**src/rtl/vec_outer_mul.sv**
```systemverilog
// Sequential LANES x LANES outer-product multiplier sharing one W x W multiplier.
// Optional saturation and sat_flag output enabled by VEC_OUTER_MUL_SAT_EN.

module vec_outer_mul_elem #(
    parameter int W = 16
) (
    input  logic         clk,
    input  logic         rst,
    input  logic         wr,
    input  logic         copy,
    input  logic [W-1:0] din,
    output logic [W-1:0] q
);
    logic [W-1:0] acc;

    // The last element is written on the same edge the result is published, so bypass it.
    always_ff @(posedge clk or posedge rst) begin
        if (rst) begin
            acc <= '0;
            q   <= '0;
        end else begin
            if (wr)   acc <= din;
            if (copy) q   <= wr ? din : acc;
        end
    end
endmodule

module vec_outer_mul #(
    parameter int LANES = 2,
    parameter int W     = 16
) (
    input  logic                     clk,
    input  logic                     rst,
    input  logic                     in_valid,
    output logic                     in_ready,
    input  logic [LANES*W-1:0]       a,
    input  logic [LANES*W-1:0]       b,
    output logic                     out_valid,
    input  logic                     out_ready,
    output logic                     busy,
    output logic [LANES*LANES*W-1:0] y
`ifdef VEC_OUTER_MUL_SAT_EN
    ,
    output logic                     sat_flag
`endif
);
    localparam int IW = (LANES > 1) ? $clog2(LANES) : 1;
    localparam logic [IW-1:0] LAST = IW'(LANES - 1);

    typedef enum logic [1:0] {IDLE, CALC, DONE} state_t;

    state_t                    state;
    logic [LANES-1:0][W-1:0]   opa, opb;
    logic [IW-1:0]             i_idx, j_idx;
    logic [W-1:0]              wdata;
    logic                      calc, last;

    assign calc = (state == CALC);
    assign last = calc && (i_idx == LAST) && (j_idx == LAST);

`ifdef VEC_OUTER_MUL_SAT_EN
    logic [2*W-1:0] prod;
    logic           sat, sat_acc;
    assign prod  = opa[i_idx] * opb[j_idx];
    assign sat   = |prod[2*W-1:W];
    assign wdata = sat ? {W{1'b1}} : prod[W-1:0];

    always_ff @(posedge clk or posedge rst) begin
        if (rst) begin
            sat_acc  <= 1'b0;
            sat_flag <= 1'b0;
        end else if (state == IDLE && in_valid) begin
            sat_acc  <= 1'b0;
        end else if (calc) begin
            sat_acc  <= sat_acc | sat;
            if (last) sat_flag <= sat_acc | sat;
        end
    end
`else
    assign wdata = opa[i_idx] * opb[j_idx];
`endif

    always_ff @(posedge clk or posedge rst) begin
        if (rst) begin
            state     <= IDLE;
            in_ready  <= 1'b1;
            out_valid <= 1'b0;
            busy      <= 1'b0;
            opa       <= '0;
            opb       <= '0;
            i_idx     <= '0;
            j_idx     <= '0;
        end else begin
            case (state)
                IDLE: if (in_valid) begin
                    opa      <= a;
                    opb      <= b;
                    i_idx    <= '0;
                    j_idx    <= '0;
                    in_ready <= 1'b0;
                    busy     <= 1'b1;
                    state    <= CALC;
                end
                CALC: begin
                    if (j_idx == LAST) begin
                        j_idx <= '0;
                        i_idx <= i_idx + 1'b1;
                    end else begin
                        j_idx <= j_idx + 1'b1;
                    end
                    if (last) begin
                        out_valid <= 1'b1;
                        state     <= DONE;
                    end
                end
                DONE: if (out_ready) begin
                    out_valid <= 1'b0;
                    in_ready  <= 1'b1;
                    busy      <= 1'b0;
                    state     <= IDLE;
                end
                default: state <= IDLE;
            endcase
        end
    end

    for (genvar gi = 0; gi < LANES; gi++) begin : g_i
        for (genvar gj = 0; gj < LANES; gj++) begin : g_j
            vec_outer_mul_elem #(.W(W)) u_elem (
                .clk  (clk),
                .rst  (rst),
                .wr   (calc && (i_idx == IW'(gi)) && (j_idx == IW'(gj))),
                .copy (last),
                .din  (wdata),
                .q    (y[(gi*LANES+gj)*W +: W])
            );
        end
    end
endmodule

```
**config.mk**
```make
export PLATFORM = sky130hd
export DESIGN_NAME = vec_outer_mul
export DESIGN_NICKNAME = d
export VERILOG_FILES = /design/src/rtl/vec_outer_mul.sv
export SDC_FILE = /design/constraint.sdc
export NUM_CORES = 1
export LEC_CHECK = 0
export ABC_CLOCK_PERIOD_IN_PS = 8800
export BUFFER_PORTS_ARGS = -buffer_cell sky130_fd_sc_hd__buf_2
export CORE_ASPECT_RATIO = 1.75
export CORE_MARGIN = 4
export CORE_UTILIZATION = 50
export CTS_CLUSTER_DIAMETER = 100
export DETAILED_ROUTE_END_ITERATION = 7
export PLACE_DENSITY = 0.71
export REMOVE_ABC_BUFFERS = 1
export SLEW_MARGIN = 30
export SYNTH_ARGS = -nofsm -noshare
export SYNTH_HDL_FRONTEND = slang
export SYNTH_SLANG_ARGS = --single-unit
```
**constraint.sdc**
```tcl
create_clock -name clk -period 8.8 [get_ports clk]
set_input_delay 0.44 -clock clk [delete_from_list [all_inputs] [get_ports clk]]
set_output_delay 0.44 -clock clk [all_outputs]
set_load 0.05 [all_outputs]
```
==> metrics.md, run 1 <==
| Metric | Value |
|---|---|
| Status | complete, no violations |
| Slowest CP cell | dfrtp_2 |
| Type of the worst min-delay path | in -> async |
| Clock buffer depth | 2 |
| Num rows | a little over 70 |
| Worst slew margin | 0.323 |
| Antenna diodes | 0 |
| Worst slew pin tran | 0.987 ns |
| Dpl cells | approximately 1400 |
| ANT nets after route | 0 |
| CP Class | reg -> reg |
| R2r setup slk | around 1.8 ns |
| Post-synth EDFFs | 0 |
| Seq/Total Area, Yosys | 0.413 |
| Startpoint types | register |
| Core Area | 21700 um^2 |
| Post-route clock period utilization | 0.791 |
| Crit path DAT | between 7 and 8 ns |
| Fillers | 1928 |
| Top FF cell, synth | dfrtp_1 |
| Mapped Cells | between 900 and 1000 |
| Clock sink total | between 150 and 200 |
| Gpl congestion | between 0.9 and 1 |
| Post-CTS setup buffer count | 0 |
| Mapped Area | approximately 11000 um^2 |
| CTS Root Cell | clkbuf_16 |
| Flops & latches, synth | roughly 180 |
| Maxcap violations | 0 |
| Tmin final | roughly 7.0 ns |
| Share of cells above drive strength 1 | 0.312 |
| Final setup viols | 0 |
| Nets@finish | about 1300 |
| Critical Path Source | i_idx |
| Worst Path Required | 9.11 ns |
| Die Y | between 200 and 250 um |
| Layout Skew | 0.00842 ns |
| First-pass GRT wire length | around 40 mm |
| Die width | 121 um |
| Setup crit end kind | register |
| CP endpoint | g_i[1].g_j[1].u_elem.q[12] |
| Mean Syn Cell Area | ~11 um^2 |
| Port Buffer Count | approximately 130 |
| Initial antenna violation count | 0 |
| Clk Latency, worst-skew pair | between 0.4 and 0.5 ns |
| Reg clk slew, reported paths | ~0.07 ns |
| Number of I/O pins | about 140 |
| Vias in the first global route | approximately 7800 |
| Per-cell routed wire length | 17.2 um |
| Vias | approximately 7300 |
| Gr usage total | 0.209 |
| Fin. Hold Viols | 0 |
| Via density | approximately 5.2 |
| Register-to-Register Path Depth | 17 |
| Synth warn | 0 |
| Detail Placement HPWL | around 19 mm |
| RSZ-0062 raised after global routing | no |
| Max Freq | 0.144 GHz |
| CTS tree | done |
| Slew Viols, Final | 0 |
| CTS H-tree depth | 4 |
| Async set or reset register ratio after synthesis | 1.00 |
| Post-CTS Hold Buffers | 0 |
| Most frequent cells in the layout | dfrtp_1, mux2_2, buf_2 |
| Total grt overflow | 0 |
| Area growth syn-to-layout | 14.0% |
| Area of the multi-input gates | ~5900 um^2 |
| Die ar. | roughly 25000 um^2 |
| Max FO, Critical Path | 36 |
| CP most frequent cell | fa_1 |
| Reg area | ~4600 um^2 |
| Crit-path max cell delay | between 1 and 1.5 ns |
| Setup TNS | 0 ns |
| Drt total wl | 24.1 mm |
| Largest net degree at the start of global routing | ~110 |
| RR Endpoint | g_i[1].g_j[1].u_elem.q[12] |
| Layout Cells excl Fill | 1403 |
| Commonest non-fill, non-tap cell in the layout | dfrtp_1 |
| RR Startpoint | i_idx |
| Count of cell types in the netlist | 40 |
| Crit-path cells | mux2i_1 -> nor2_1 -> fa_1 -> inv_1 -> fa_1 -> fa_1 -> fa_1 -> inv_1 -> fa_1 -> inv_1 -> fa_1 -> inv_1 -> ha_1 -> and3_1 -> a2111oi_0 -> o311ai_0 -> mux2_2 |
| Post-route DRC | 0 |
| TritonRoute pass-1 iters | 4 |
| Resized Gates After CTS | 0 |
| Initial DRC count | 414 |
| Starting Density | 0.512 |
| Total CTS buffers | 17 |
-- cells in the mapped netlist (3+ instances only) --
cell type  count  area, um^2
o21ai_1        5        25.0
inv_1        113         424
dfrtp_1      182        4550
fa_1          80        1600
a21oi_1       13        65.1
nor2b_1        3        18.8
xnor2_1       30         263
mux2i_2        3        41.3
nand2_1       98         368
nand2b_1       9        56.3
nor3_1         5        25.0
ha_1          49         613
o21ai_0       49         245
a31oi_1        4        25.0
mux2_2       147        1660
nor2_1        79         297
mux2i_4        3        67.6
mux2i_1       22         220
buf_2          6        30.0
clkbuf_1      25        93.8
a21o_1         3        22.5
o21bai_1       5        37.5
or3_1          3        18.8
xor2_1         5        43.8
buf_6          4        45.0
or2_2         10        62.6
-- sequential cells by signal (all words and copies together) (netlist names) --
| name | count |
|---|---|
| opa | 32 |
| opb | 32 |
| out_valid | 1 |
| busy | 1 |
| j_idx | 1 |
| in_ready | 1 |
| i_idx | 1 |
| g_i.g_j.u_elem.q | 64 |
| g_i.g_j.u_elem.acc | 48 |
| state | 2 |
-- worst max-delay path, delay by kind of cell, from the launching register on --
family	cells	cell delay, ns
adder cells (fa/ha/maj)	7	3.42
multiplexers	2	1.12
flip-flops	1	1.01
AO/OA/AOI/OAI	2	0.73
AND/OR/NAND/NOR	2	0.34
buffers and inverters	4	0.19
-- stage by stage --
step                instance area (um^2)  setup WS [ns]  hold WS, ns  utilization
finish                             12600           1.84        0.145        0.583
CTS                                12600           1.82        0.201        0.583
global route                       12600           1.51        0.202        0.583
floorplan                          10900           2.16        0.443            -
global placement                   12000           2.03        0.456        0.556
detailed placement                 12000           1.86        0.466        0.556
-- cell families after synthesis --
kind of cell | count (synthesis) | synth area share
buffers and inverters | 149 | 0.0538
XOR/XNOR | 37 | 0.0311
AO/OA/AOI/OAI | 84 | 0.0417
AND/OR/NAND/NOR | 212 | 0.0790
multiplexers | 177 | 0.182
adder cells (fa/ha/maj) | 129 | 0.200
flip-flops | 183 | 0.413
-- layout make-up --
class                      count  share of cell area
multi-input combinational    639               0.469
sequential                   183               0.363
timing repair buffer         144              0.0593
clock buffer                  24              0.0389
inverter                     113              0.0342
tap                          292              0.0289
clock inverter                 8             0.00713
-- worst min-delay path by stage --
| stage | cells after the start | to | slack, ns |
|---|---|---|---|
| after floorplan | 2 | g_i[0].g_j[0].u_elem.acc[0] | 0.44 |
| after global placement | 2 | g_i[0].g_j[0].u_elem.acc[0] | 0.46 |
| after detailed placement | 2 | g_i[1].g_j[1].u_elem.q[9] | 0.47 |
| after CTS | 2 | state[1] | 0.20 |
| after global routing | 2 | opb[0] | 0.20 |
| final | 2 | opb[0] | 0.15 |
-- metal layers --
| metal | wire length (um) | part of all wire | GRT usage |
|---|---|---|---|
| met1 | 8940 | 0.37 | 0.233 |
| met2 | 13400 | 0.56 | 0.386 |
| met3 | 906 | 0.038 | 0.0345 |
| met4 | 816 | 0.034 | 0.0936 |
| met5 | 0 | 0 | 0 |
Power of run 1 is left out: the tool's default activity adds up to more than one toggle a clock period on the data nets, which glitch-free logic cannot reach.
==> run 2, diff against run 1 <==
- ABC_CLOCK_PERIOD_IN_PS: 8800 -> 6640
- clock period: 8.8 -> 6.64 ns (I/O delays scaled with it)
==> run 2 against run 1 <==
Compared with the run above: design area grew 0.94%; setup slack lost 1.5 ns; die area is the same; critical path type unchanged; sequential share of layout area shrank 0.34 points; hold slack lost 0.12 ns; register-to-register slack lost 1.5 ns; via count shrank 0.34%; flip-flop and latch count is the same; first-iteration DRC count shrank 24%; clock skew grew 0.0024 ns; utilization grew 0.55 points.
==> metrics.md, run 2 (same netlist as run 1, synthesis figures left out) <==
| Metric | Value |
|---|---|
| Clock buffer depth | 2 (unchanged) |
| Number of I/O pins | 135 (unchanged) |
| Commonest non-fill, non-tap cell in the layout | dfrtp_1 |
| Crit-path cells | buf_4 -> mux2i_1 -> nor2_1 -> fa_1 -> inv_1 -> fa_1 -> inv_1 -> fa_1 -> fa_1 -> inv_1 -> fa_1 -> fa_1 -> xor2_1 -> xnor2_1 -> xnor2_1 -> xnor2_1 -> xnor3_1 -> xnor2_1 -> xnor2_1 -> o21ai_1 |
| Final setup viols | 0 (unchanged) |
| Total grt overflow | 0 (unchanged) |
| First-pass GRT wire length | 40.2 mm (+0.97%) |
| Max FO, Critical Path | 13 (-64%) |
| Register-to-Register Path Depth | 20 (+3) |
| Post-CTS setup buffer count | 0 (unchanged) |
| Post-Place Setup Slack | 0.316 ns (-1.54 ns) |
| Clk Latency, worst-skew pair | 0.44 ns (about the same) |
| Num rows | 71 (unchanged) |
| Total CTS buffers | 17 (unchanged) |
| Drt total wl | 23.8 mm (-0.93%) |
| Gr usage total | 0.210 (+0.000844) |
| Crit path buf inv count | 4 (unchanged) |
| TritonRoute pass-1 iters | 6 (+2) |
| Status | complete, no violations |
| Crit path DAT | 6.55 ns (-0.72 ns) |
| Largest delay share family, worst path | adder cells |
| Core Area | 21700 um^2 (unchanged) |
| Area growth syn-to-layout | 15.0% |
| Fillers | 1943 (+0.78%) |
| Detail Placement HPWL | 18.7 mm (+1.2%) |
| Post-CTS Hold Buffers | 0 (unchanged) |
| Most frequent cells in the layout | dfrtp_1, mux2_2, buf_2 |
| Post-route DRC | 0 (unchanged) |
| Worst slew margin | 0.396 (+0.0726) |
| Largest regs | g_i.g_j.u_elem.q (64), g_i.g_j.u_elem.acc (48) |
| Initial antenna violation count | 0 (unchanged) |
| Post-route clock period utilization | 0.944 (+0.153) |
| Port Buffer Count | 134 (unchanged) |
| RR Endpoint | g_i[1].g_j[1].u_elem.q[15] |
| Startpoint types | register |
| Antenna diodes | 0 (unchanged) |
| Worst slew pin tran | 0.881 ns (-0.106 ns) |
| CP most frequent cell | fa_1 |
| Tmin final | 6.27 ns (-0.690 ns) |
| Largest net degree at the start of global routing | 106 (-2.8%) |
| Clock sink total | 183 (unchanged) |
| Vias | 7228 (-0.34%) |
| Share of cells above drive strength 1 | 0.321 (+0.00852) |
| RR Startpoint | i_idx |
| Gpl congestion | 0.936 (-1.2%) |
| Resized Gates After CTS | 0 (unchanged) |
| Via density | 5.11 (-1.1%) |
| Final setup margin | 0.373 ns (-1.47 ns) |
| Max FFs per register | 64 (unchanged) |
| Slew Viols, Final | 0 (unchanged) |
| Die width | 121 um (unchanged) |
| Final Core Density | 0.589 (+0.00548) |
| CTS Root Cell | clkbuf_16 |
| Type of the worst min-delay path | in -> async |
| Maxcap violations | 0 (unchanged) |
| Levels on crit path | 20 (+3) |
| Setup crit end kind | register |
| Fin. Hold Viols | 0 (unchanged) |
| Initial DRC count | 313 (-24%) |
| R2r setup slk | 0.37 ns (-1.47 ns) |
| Vias in the first global route | 7824 (+0.84%) |
| Per-cell routed wire length | 16.9 um (-1.7%) |
| CTS H-tree depth | 4 (unchanged) |
| Die ar. | 24700 um^2 (unchanged) |
| Nets@finish | 1306 (+0.85%) |
| Critical Path Source | i_idx |
| CTS tree | done |
| CP endpoint | g_i[1].g_j[1].u_elem.q[15] |
| Slowest CP cell | fa_1 |
| Max Freq | 0.160 GHz (+11%) |
| RSZ-0062 raised after global routing | no |
| Worst Path Required | 6.92 ns (-2.19 ns) |
| Crit-path max cell delay | 0.55 ns (-0.46 ns) |
| ANT nets after route | 0 (unchanged) |
| Die Y | 205 um (unchanged) |
| Reg clk slew, reported paths | 0.07 ns (about the same) |
| Reg with most FFs | g_i.g_j.u_elem.q |
| Layout Skew | 0.0108 ns (+0.00237 ns) |
| CP Class | reg -> reg |
| Starting Density | 0.512 (unchanged) |
run 2: cell count changes in the layout (fill, tap and decap cells not counted), sizes merged:
cell      before  now
clkbuf        24   18
bufinv         1    3
clkinvlp       3    0
clkinv         2    5
inv          115  119
buf          144  155
run 2: area by class of cell:
class	count	area [um^2]	share of cell area
clock buffers	18	429	0.0336
multi-input cells	639	5930	0.465
well taps	292	365	0.0286
flip-flops and latches	183	4580	0.359
clock inverters	14	191	0.0150
inverters	113	432	0.0338
repair buffers	155	832	0.0652
run 2: how the worst min path moves through the flow:
stage,from,endpoint,slack [ns],cells after the start
floorplan,out_ready,state[1],0.44,1
global placement,g_i[0].g_j[1].u_elem.acc[11],g_i[0].g_j[1].u_elem.acc[11],0.46,2
detailed placement,g_i[1].g_j[1].u_elem.q[10],g_i[1].g_j[1].u_elem.q[10],0.47,2
CTS,out_ready,state[1],0.08,2
global route,rst,out_valid,0.07,2
finish,rst,out_valid,0.02,2
run 2: stage by stage:
stage               area (um^2)  cells  TNS (ns)  hold slack [ns]
CTS                       12700   1414         0           0.0840
global placement          12100   1382         0            0.457
detailed placement        12100   1382         0            0.466
finish                    12800   1414         0           0.0229
global route              12800   1414         0           0.0689
floorplan                 10900    935  -0.00168            0.439
run 2: per-layer routing:
| metal | part of all wire | wire length [um] | global-route usage |
|---|---|---|---|
| met1 | 0.38 | 9160 | 0.238 |
| met3 | 0.033 | 786 | 0.0354 |
| met5 | 0 | 0 | 0 |
| met4 | 0.031 | 731 | 0.0831 |
| met2 | 0.55 | 13200 | 0.389 |
Power of run 2 is left out for the same reason.
==> run 3, diff against run 2 <==
- CORE_MARGIN: 4 -> unset
- GPL_ROUTABILITY_DRIVEN: unset -> 1
==> run 3 against run 2 <==
Compared with the run above: setup slack worse by 0.069 ns; cell count about the same; via count up 0.58%; first-iteration DRC count up 2.6%; wire length down 1.5%; utilization up 0.26 points; flip-flop and latch count unchanged; non-clock buffer count down 1; register-to-register slack worse by 0.07 ns; critical path depth down 2; global-route usage up 2.0 points.
==> metrics.md, run 3 (same netlist as run 1, synthesis figures left out) <==
| Metric | Value |
|---|---|
| Largest net degree at the start of global routing | 113 (+6.6%) |
| Setup crit end kind | register |
| Layout Skew | 0.00903 ns (-0.00176 ns) |
| Clock buffer depth | 2 (unchanged) |
| Resized Gates After CTS | 0 (unchanged) |
| Reg with most FFs | g_i.g_j.u_elem.q |
| Status | complete, no violations |
| Gr usage total | 0.230 (+0.0204) |
| Post-route clock period utilization | 0.954 (+0.0103) |
| Num rows | 71 (unchanged) |
| Worst slew pin tran | 0.902 ns (+0.0211 ns) |
| Max FO, Critical Path | 22 (+9) |
| Max Freq | 0.158 GHz (-1.1%) |
| Core Area | 21600 um^2 (-0.41%) |
| Startpoint types | register |
| Post-Place Setup Slack | 0.220 ns (-0.0956 ns) |
| Crit-path cells | buf_4 -> mux2i_1 -> nor2_1 -> fa_1 -> inv_1 -> fa_1 -> fa_1 -> fa_1 -> fa_1 -> fa_1 -> xor2_1 -> xnor2_1 -> xnor2_1 -> xnor2_1 -> xnor3_1 -> xnor2_1 -> xnor2_1 -> o21ai_1 |
| Crit-path max cell delay | 0.57 ns (+0.02 ns) |
| Maxcap violations | 0 (unchanged) |
| Commonest non-fill, non-tap cell in the layout | dfrtp_1 |
| Dpl cells | 1380 (-0.14%) |
| Clk Latency, worst-skew pair | 0.45 ns (about the same) |
| Layout Cells excl Fill | 1413 (-0.071%) |
| Antenna diodes | 0 (unchanged) |
| Most frequent cells in the layout | dfrtp_1, mux2_2, buf_2 |
| Vias | 7270 (+0.58%) |
| CP Class | reg -> reg |
| Share of cells above drive strength 1 | 0.324 (+0.00296) |
| Worst Path Required | 6.94 ns (+0.02 ns) |
| Via density | 5.15 (+0.65%) |
| Tmin final | 6.34 ns (+0.0685 ns) |
| CTS Root Cell | clkbuf_16 |
| Nets@finish | 1305 (-0.077%) |
| Starting Density | 0.514 (+0.00211) |
| Area growth syn-to-layout | 15.1% (about the same) |
| Clock sink total | 183 (unchanged) |
| Largest regs | g_i.g_j.u_elem.q (64), g_i.g_j.u_elem.acc (48) |
| First-pass GRT wire length | 39.3 mm (-2.2%) |
| Final setup margin | 0.305 ns (-0.0685 ns) |
| Reg clk slew, reported paths | 0.07 ns (about the same) |
| Initial DRC count | 321 (+2.6%) |
| Die width | 115 um (-5.0%) |
| Die ar. | 22800 um^2 (-7.8%) |
| Fin. Hold Viols | 0 (unchanged) |
| Initial antenna violation count | 0 (unchanged) |
| Per-cell routed wire length | 16.6 um (-1.4%) |
| Drt total wl | 23.5 mm (-1.5%) |
| CP most frequent cell | fa_1 |
| Detail Placement HPWL | 18.1 mm (-3.5%) |
| Port Buffer Count | 134 (unchanged) |
| Number of I/O pins | 135 (unchanged) |
| Total CTS buffers | 17 (unchanged) |
| Max FFs per register | 64 (unchanged) |
| RSZ-0062 raised after global routing | no |
| Slowest CP cell | fa_1 |
| Total grt overflow | 0 (unchanged) |
| ANT nets after route | 0 (unchanged) |
| Post-route DRC | 0 (unchanged) |
| Crit path DAT | 6.63 ns (+0.08 ns) |
| Die Y | 199 um (-2.9%) |
| Worst slew margin | 0.398 (+0.00271) |
| Gpl congestion | 0.943 (+0.76%) |
| CTS tree | done |
| CTS H-tree depth | 4 (unchanged) |
| Type of the worst min-delay path | in -> async |
| Post-CTS Hold Buffers | 0 (unchanged) |
| Final setup viols | 0 (unchanged) |
| Vias in the first global route | 7836 (+0.15%) |
| TritonRoute pass-1 iters | 4 (-2) |
| Post-CTS setup buffer count | 0 (unchanged) |
| Slew Viols, Final | 0 (unchanged) |
-- run 3: cell type report --
| cell class | count | area, um^2 |
|---|---|---|
| repair buffers | 154 | 833 |
| fillers | 1868 | 8820 |
| well taps | 292 | 365 |
| inverters | 113 | 432 |
| clock buffers | 18 | 439 |
| multi-input cells | 639 | 5940 |
| clock inverters | 14 | 168 |
| flip-flops and latches | 183 | 4580 |
-- run 3: per-layer routing --
metal  wire [um]  global-route usage  part of all wire  up-vias
li1            -                   -                 -     3429
met1        8960               0.251              0.38     3629
met2       12900               0.426              0.55      170
met3         835              0.0378             0.036       42
met4         808               0.112             0.034        0
met5           0                   0                 0        -
-- run 3: worst paths after layout --
check	slack (ns)	end	cells past startpoint	start
setup / recovery	0.30	g_i[1].g_j[1].u_elem.q[15]	18	i_idx
hold / removal	0.02	opb[2]	2	rst
setup reg to reg	0.30	g_i[1].g_j[1].u_elem.q[15]	18	i_idx
hold reg to reg	0.47	g_i[1].g_j[1].u_elem.q[8]	2	g_i[1].g_j[1].u_elem.q[8]
max in group asynchronous	5.43	g_i[1].g_j[0].u_elem.q[6]	4	rst
min in group clk	0.10	state[1]	2	out_ready
-- run 3: stage by stage --
step	util	TNS, ns	area, um^2	hold slack, ns
6_report	0.591	0	12800	0.0235
3_3_place_gp	0.561	0	12100	0.456
2_1_floorplan	-	-0.00168	10900	0.439
4_1_cts	0.590	0	12700	0.0538
5_1_grt	0.591	0	12800	0.0841
3_5_place_dp	0.561	0	12100	0.466
-- run 3: critical path: cells and delay by family, from the launching register on --
| kind | cells | cell delay, ns |
|---|---|---|
| mux | 1 | 0.53 |
| xor+xnor | 7 | 1.58 |
| flops | 1 | 0.37 |
| fa+ha+maj | 6 | 3.03 |
| buf+inv | 2 | 0.41 |
| compound gates | 1 | 0.10 |
| simple gates | 1 | 0.13 |
Power of run 3 is left out for the same reason.
